## src/rtl/cpu_pkg.sv

```systemverilog
// Shared definitions for the bit-serial CPU: default datapath geometry and the
// opcode set decoded by the control FSM.
package cpu_pkg;

  localparam int DEF_WIDTH  = 8;
  localparam int DEF_NREG   = 4;
  localparam int DEF_RSEL_W = 2;

  typedef enum logic [3:0] {
    OP_NOP   = 4'h0,
    OP_LOADI = 4'h1,
    OP_LOAD  = 4'h2,
    OP_STORE = 4'h3,
    OP_ADDI  = 4'h4,
    OP_ADD   = 4'h5,
    OP_SUBI  = 4'h6,
    OP_SUB   = 4'h7,
    OP_XORI  = 4'h8,
    OP_XOR   = 4'h9
  } opcode_t;

  // Source-select decode shared by the FSM and the datapath: 1 selects imm.
  function automatic logic op_uses_imm(input opcode_t op);
    logic sel;
    case (op)
      OP_LOADI, OP_ADDI, OP_SUBI, OP_XORI: sel = 1'b1;
      default:                             sel = 1'b0;
    endcase
    return sel;
  endfunction

endpackage

```

## src/rtl/bitserial_shifter.sv

```systemverilog
// Operand snapshot register: parallel load, LSB-first right shift and a bit
// counter that flags when the last bit is on the output.
module bitserial_shifter
  import cpu_pkg::*;
#(
  parameter int WIDTH = DEF_WIDTH
) (
  input  logic             clk,
  input  logic             rst_n,
  input  logic             load,
  input  logic             shift,
  input  logic [WIDTH-1:0] din,
  output logic             bit0,
  output logic             last
);

  localparam int CNT_W = $clog2(WIDTH) + 1;

  logic [WIDTH-1:0] sh_r;
  logic [CNT_W-1:0] cnt_r;

  // Load has priority; a load with shift already consumes bit 0 via the bypass.
  always_ff @(posedge clk or negedge rst_n) begin
    if (!rst_n) begin
      sh_r  <= '0;
      cnt_r <= '0;
    end else if (load) begin
      if (shift) begin
        sh_r  <= {1'b0, din[WIDTH-1:1]};
        cnt_r <= CNT_W'(1);
      end else begin
        sh_r  <= din;
        cnt_r <= '0;
      end
    end else if (shift) begin
      sh_r  <= {1'b0, sh_r[WIDTH-1:1]};
      cnt_r <= cnt_r + CNT_W'(1);
    end else begin
      sh_r  <= sh_r;
      cnt_r <= cnt_r;
    end
  end

  assign bit0 = sh_r[0];
  assign last = (cnt_r == CNT_W'(WIDTH - 1));

endmodule

```

## src/rtl/bitserial_datapath.sv

```systemverilog
// Bit-serial CPU datapath: accumulator, register file, operand streaming to the
// serial ALU and result collection back into the accumulator.
module bitserial_datapath
  import cpu_pkg::*;
#(
  parameter int WIDTH  = DEF_WIDTH,
  parameter int NREG   = DEF_NREG,
  parameter int RSEL_W = DEF_RSEL_W
) (
  input  logic              clk,
  input  logic              rst_n,
  input  logic              alu_start,
  input  logic              reg_shift_en,
  input  logic              acc_write_en,
  input  logic              acc_load_en,
  input  logic              reg_store_en,
  input  logic [RSEL_W-1:0] reg_sel,
  input  logic [WIDTH-1:0]  imm,
  input  logic              imm_sel,
  input  logic              alu_res_bit,
  output logic              alu_a_bit,
  output logic              alu_b_bit,
  output logic              bit_done,
  output logic [WIDTH-1:0]  acc_value,
  output logic              busy
);

  localparam int CNT_W = $clog2(WIDTH) + 1;

  logic [WIDTH-1:0] regs_r [NREG];
  logic [WIDTH-1:0] acc_r;
  logic [WIDTH-1:0] src_s;
  logic [CNT_W-1:0] wr_cnt_r;
  logic             rd_act_r;
  logic             wr_act_r;
  logic             shift_s;
  logic             a_sh0_s;
  logic             b_sh0_s;
  logic             a_last_s;
  logic             b_last_s;

  assign src_s   = imm_sel ? imm : regs_r[reg_sel];
  assign shift_s = reg_shift_en & (alu_start | rd_act_r);

  bitserial_shifter #(.WIDTH(WIDTH)) u_a_shifter (
    .clk   (clk),
    .rst_n (rst_n),
    .load  (alu_start),
    .shift (shift_s),
    .din   (acc_r),
    .bit0  (a_sh0_s),
    .last  (a_last_s)
  );

  bitserial_shifter #(.WIDTH(WIDTH)) u_b_shifter (
    .clk   (clk),
    .rst_n (rst_n),
    .load  (alu_start),
    .shift (shift_s),
    .din   (src_s),
    .bit0  (b_sh0_s),
    .last  (b_last_s)
  );

  // Bit 0 bypasses the snapshot in the start cycle; idle outputs are held at 0.
  always_comb begin
    alu_a_bit = 1'b0;
    alu_b_bit = 1'b0;
    if (alu_start) begin
      alu_a_bit = acc_r[0];
      alu_b_bit = src_s[0];
    end else begin
      alu_a_bit = rd_act_r & a_sh0_s;
      alu_b_bit = rd_act_r & b_sh0_s;
    end
  end

  assign bit_done  = reg_shift_en & rd_act_r & a_last_s & b_last_s;
  assign busy      = rd_act_r | wr_act_r;
  assign acc_value = acc_r;

  // Read/write phase tracking; a parallel load cancels any op in flight.
  always_ff @(posedge clk or negedge rst_n) begin
    if (!rst_n) begin
      rd_act_r <= 1'b0;
      wr_act_r <= 1'b0;
      wr_cnt_r <= '0;
    end else if (acc_load_en) begin
      rd_act_r <= 1'b0;
      wr_act_r <= 1'b0;
      wr_cnt_r <= wr_cnt_r;
    end else if (alu_start) begin
      rd_act_r <= 1'b1;
      wr_act_r <= 1'b1;
      wr_cnt_r <= '0;
    end else begin
      if (reg_shift_en && rd_act_r && a_last_s) begin
        rd_act_r <= 1'b0;
      end else begin
        rd_act_r <= rd_act_r;
      end
      if (acc_write_en && wr_act_r) begin
        wr_cnt_r <= wr_cnt_r + CNT_W'(1);
        if (wr_cnt_r == CNT_W'(WIDTH - 1)) begin
          wr_act_r <= 1'b0;
        end else begin
          wr_act_r <= 1'b1;
        end
      end else begin
        wr_cnt_r <= wr_cnt_r;
        wr_act_r <= wr_act_r;
      end
    end
  end

  // Accumulator: parallel load, else result bits enter at the MSB end.
  always_ff @(posedge clk or negedge rst_n) begin
    if (!rst_n) begin
      acc_r <= '0;
    end else if (acc_load_en) begin
      acc_r <= src_s;
    end else if (acc_write_en && wr_act_r && !alu_start) begin
      acc_r <= {alu_res_bit, acc_r[WIDTH-1:1]};
    end else begin
      acc_r <= acc_r;
    end
  end

  // Register file store always takes the pre-edge accumulator.
  always_ff @(posedge clk or negedge rst_n) begin
    if (!rst_n) begin
      for (int i = 0; i < NREG; i++) begin
        regs_r[i] <= '0;
      end
    end else if (reg_store_en) begin
      regs_r[reg_sel] <= acc_r;
    end else begin
      regs_r <= regs_r;
    end
  end

endmodule

```

## config.mk

```make
export PLATFORM = sky130hd
export DESIGN_NAME = bitserial_datapath
export DESIGN_NICKNAME = d
export VERILOG_FILES = /design/src/rtl/cpu_pkg.sv /design/src/rtl/bitserial_shifter.sv /design/src/rtl/bitserial_datapath.sv
export SDC_FILE = /design/constraint.sdc
export NUM_CORES = 1
export LEC_CHECK = 0
export ABC_CLOCK_PERIOD_IN_PS = 1200
export BUFFER_PORTS_ARGS = -buffer_cell sky130_fd_sc_hd__buf_2
export CORE_MARGIN = 2
export CORE_UTILIZATION = 54
export CTS_CLUSTER_DIAMETER = 30
export DETAILED_ROUTE_END_ITERATION = 16
export PLACE_DENSITY = 0.76
export SYNTH_ARGS = -nofsm -noshare
export SYNTH_HDL_FRONTEND = slang
export SYNTH_SLANG_ARGS = --single-unit
```

## constraint.sdc

```tcl
create_clock -name clk -period 1.2 [get_ports clk]
set_input_delay 0.12 -clock clk [delete_from_list [all_inputs] [get_ports clk]]
set_output_delay 0.12 -clock clk [all_outputs]
set_load 0.05 [all_outputs]
```

---- Word level (Yosys, flattened, before mapping) ----
Index checks and enable logic that the tools add are counted.
operators by class
  $add $sub $neg .......................... 3
  magnitude comparators ................... 2
  eq/ne operators ......................... 3
  multiplexer cells ....................... 31
  bitwise gates (word level) .............. 10
  reduce and logical (&&, ||, !) cells .... 12
operators with widths
  cell                   count
  $mux W8                12
  $bwmux W32             1
  $mux W4                6
  $bmux W8 S2            1
  $demux W8 S2           1
  $add A4 B1 Y4 const B  3
  $eq A4 B3 Y1 const B   3
  $mux W1                10
  $and A1 B1 Y1          6
  $reduce_bool A2 Y1     3
  $reduce_bool A3 Y1     2
  $logic_and A1 B1 Y1    5
  $ge A3 B3 Y1 const B   1
  $lt A3 B1 Y1 const B   1
  $not A2 Y3             1
  $or A1 B1 Y1           2
  $reduce_and A2 Y1      1
  $logic_not A1 Y1       1
  $not A1 Y1             1
word-level totals
  register bits after elaboration ......... 70
  bits of input ports ..................... 19
  logic and storage cells ................. 73

---- Longest topological paths before layout ----
  word-level depth ........................ 7
  mapped depth ............................ 6
  gate-level depth less buffers ........... 4

---- Modules after synthesis ----
A second synthesis with hierarchy kept.
second synthesis, totals
  cell total of the unflattened synthesis .. 256
  area total of the unflattened synthesis .. 3,560.9 µm²
modules (own cells, without submodules)
  module              times used  cells each  area an instance (µm²)
  bitserial_datapath  1           182         2,329.7
  bitserial_shifter   2           37          615.6

---- Least setup slack after synthesis ----
Ideal clock, no wire load.
  path type ............................... register to output
  start ................................... register rd_act_r
  end ..................................... output port bit_done
  arrival time ............................ 1,900 ps
  data required time ...................... 1,080 ps
  setup slack ............................. -820 ps
  stages on the path, launching flop included .. 5
  path buffers ............................ 1
  cell sequence ........................... dfrtp_1 -> buf_2 -> and2_1 -> nand4b_1 -> nor3_1
on the way
  cells in the longest elaborated chain, start to end .. 3
RTL lines
  what                         RTL line                   RTL
  from (decl)                  bitserial_datapath.sv:34   logic rd_act_r;
  from (signal assigned)       bitserial_datapath.sv:100  rd_act_r <= rd_act_r;
  $and A1 B1 Y1 (3 in series)  bitserial_datapath.sv:78   assign bit_done = reg_shift_en & rd_act_r & a_last_s & b_last_s;
  to (decl)                    bitserial_datapath.sv:23   output logic bit_done,
No other way between the ends.

---- Final worst setup path ----
Same ends and word-level chain as after synthesis.

==> qor.txt <==
Antenna violations before repair: 0
Worst Clk Skew: 0.0155 ns
Combinational Power Share: 0.274
WHS Endpoint: wr_act_r$_DFFE_PN0P_
Register clock-pin slew on the reported worst setup and hold paths: 0.09 ns
Met1 WL: 4300 um
Fmax: 619 MHz
P_leak: 2.13 nW
RSZ-0062 raised after global routing: true
Mean Syn Cell Area: 11.0 sq um
Routed wl met3: 435 um
Hold Crit Depth: 2
CP peak stage delay: 0.45 ns
Worst skew pair latency: 0.36 ns
Top post-synthesis cells by area: dfrtp_1, mux2_2, mux2i_1
Crit path max fanout: 3
WP data arrival: 1.49 ns
Hold_sp: acc_load_en
Cell taking the most area after synthesis: dfrtp_1
Initial Util: 0.559
Fin. Hold Viols: 0
CP endpoint kind: output pin
Post-route insts no fill: 477
Failing checks: negative setup slack
Final setup viols: 35
H-Tree Depth: 3
Die X: 85.3 um
CTS tree: built
Sw Ratio: 0.320
Vias in the first global route: 2815
Post-Route WL: 9910 um
Detail Route Antenna Nets: 0
Syn_nets: 346
Min Tclk post-route: 1.61 ns
DR WL met2: 4870 um
#FFs+latches synth: 70
DR pass1 iterations: 5
Internal power: 4.94 mW
Worst reg2reg path depth: 6
Fin nets: 418
Gp weighted congestion: 0.839
Antenna diodes: 0
Vias per cell: 6.11
Largest net degree at the start of global routing: 71
Max Cap Violations: 0
Core Footprint: 6390 sq um
Bufs on Longest Clock Path: 2
DR DRC count: 0
Top post-synthesis cells by count: dfrtp_1, mux2_2, nand2_1
Dpl hpwl: 5470 um
Cts bufs inserted: 9
Slew @ Worst Pin: 0.378 ns
Reg2reg start: rd_act_r$_DFFE_PN0P_
Row cnt: 29
Die area: 7280 sq um
Remaining global-route overflow: 0
Top cell type's share of synthesized area: 0.490
DR top layer: met4
Finished Cell Area: 4750 sq um
Share of layout cells above drive strength 1: 0.493
CP Depth: 4
Async S/R FF share, synth: 1.00
Worst vdd ir: 1.29 mV
R2R Setup Slk: -0.35 ns
# port buffers: 30
Clk pwr share: 0.282
Cell with the most instances after synthesis: dfrtp_1
Post-Syn Instances: 324
# placed instances: 448
Layout area overhead: 33.0%
Slowest-stage cell, CP: dfrtp_1
Placed Instance Area: 4070 sq um
Post-Syn Area: 3570 sq um
WS Path Type: reg -> out
Place WS: -0.137 ns
Clock sink total: 70
Status: finished, violations left
Crit start category: flop
Final Max Slew Viols: 0
Library cells used by synthesis: 41
Cell Pwr Density: 1530 nW/um^2
EDFF count, synth: 0
Routed WL per cell: 20.8 um
First-pass GRT wire length: 14600 um
Final hold slack: 0.0358 ns
Hold crit path type: in -> reg
Max transition margin: 0.748
Critical Path RT: 1.08 ns
GR Util All Layers: 0.259
PnR Total Power: 7.27 mW
Detailed-route via count: 2914
# IOs: 31
Clk root buf: clkbuf_8
Die height: 85.3 um
Critical path's top delay family: simple AND/OR/NAND/NOR gates
Worst Slack Setup Final: -0.414 ns
CP Buf/Inv Count: 1
Register area share after synthesis: 0.490
Sequential power share: 0.444
Switching pwr: 2.33 mW
Ys Warns: 0
CP Cell Sequence: and2_4 -> nand4b_1 -> nor3_4 -> buf_6
DRT iter0 DRCs: 300
Fin crit share: 1.35
Reg-to-Reg End: u_b_shifter.sh_r[0]$_DFFE_PN0P_
Main synth FF type: dfrtp_1
[what timing repair did]
item / CTS / global route
endpoints found under the hold margin: 70 / 0
hold buffers: 1 / 0
setup endpoints to repair: 34 / 38
pin swaps: 19 / 24
buffers inserted: 5 / 9
resized for setup: 66 / 36
[cell usage in the layout, fill, tap and decap left out, drive strengths merged, types with 12 or more instances in the layout]
cell / instances
o21ai: 14
a21oi: 25
mux2: 41
nor2: 16
mux2i: 27
nand2: 32
dfrtp: 70
a211oi: 14
buf: 81
clkbuf: 12
[final cells by class]
| class | instances | area (sq um) |
|---|---|---|
| timing repair buffer | 82 | 686 |
| multi-input combinational | 232 | 2000 |
| inverter | 1 | 3.75 |
| clock buffer | 12 | 165 |
| clock inverter | 3 | 42.5 |
| tap | 77 | 96.3 |
| sequential | 70 | 1760 |
| fill | 390 | 1640 |
[routing by layer]
metal  global-route usage  vias to the layer above
li1                     -                     1320
met1                0.350                     1469
met2                0.413                      101
met3               0.0477                       24
met4                0.110                        0
met5                    0                        -
[power groups by stage]
stage	Combinational, mW	Clock (mW)	Sequential, mW
2_1_floorplan	1.02	0	3.27
3_3_place_gp	1.54	0	3.21
3_5_place_dp	1.59	0	3.23
4_1_cts	1.77	2.00	3.22
5_1_grt	2.13	2.15	3.27
6_report	1.99	2.05	3.23
[worst max path at each step]
| stage | startpoint | to |
|---|---|---|
| final | rd_act_r$_DFFE_PN0P_ | bit_done |
| after global routing | regs_r[8]$_DFFE_PN0P_ | alu_b_bit |
| after CTS | regs_r[8]$_DFFE_PN0P_ | alu_b_bit |
| after detailed placement | rd_act_r$_DFFE_PN0P_ | u_b_shifter.sh_r[0]$_DFFE_PN0P_ |
| after global placement | rd_act_r$_DFFE_PN0P_ | u_b_shifter.sh_r[0]$_DFFE_PN0P_ |
| after floorplan | rd_act_r$_DFFE_PN0P_ | bit_done |
[through the flow]
stage / setup TNS [ns] / utilization
2_1_floorplan: -0.467 / -
3_3_place_gp: -1.81 / 0.637
3_5_place_dp: -3.55 / 0.637
4_1_cts: -3.03 / 0.711
5_1_grt: -6.69 / 0.744
6_report: -5.74 / 0.744
[state kept, by name, indices dropped and copies added (netlist names)]
register           cells
u_a_shifter.sh_r       8
acc_value              8
u_b_shifter.sh_r       8
wr_act_r               1
u_b_shifter.cnt_r      4
u_a_shifter.cnt_r      4
wr_cnt_r               4
regs_r                32
rd_act_r               1
[kinds of logic (layout without fill, tap and decap cells)]
kind of cell    Yosys count  after routing  synth area share
xor+xnor                  4              4           0.00981
compound gates           72             72             0.128
fa+ha+maj                 3              3            0.0105
buf+inv                  22             98            0.0347
simple gates             85             85             0.122
mux                      68             68             0.205
flops                    70             70             0.490
Note: power is estimated with default switching activity, not from simulation.
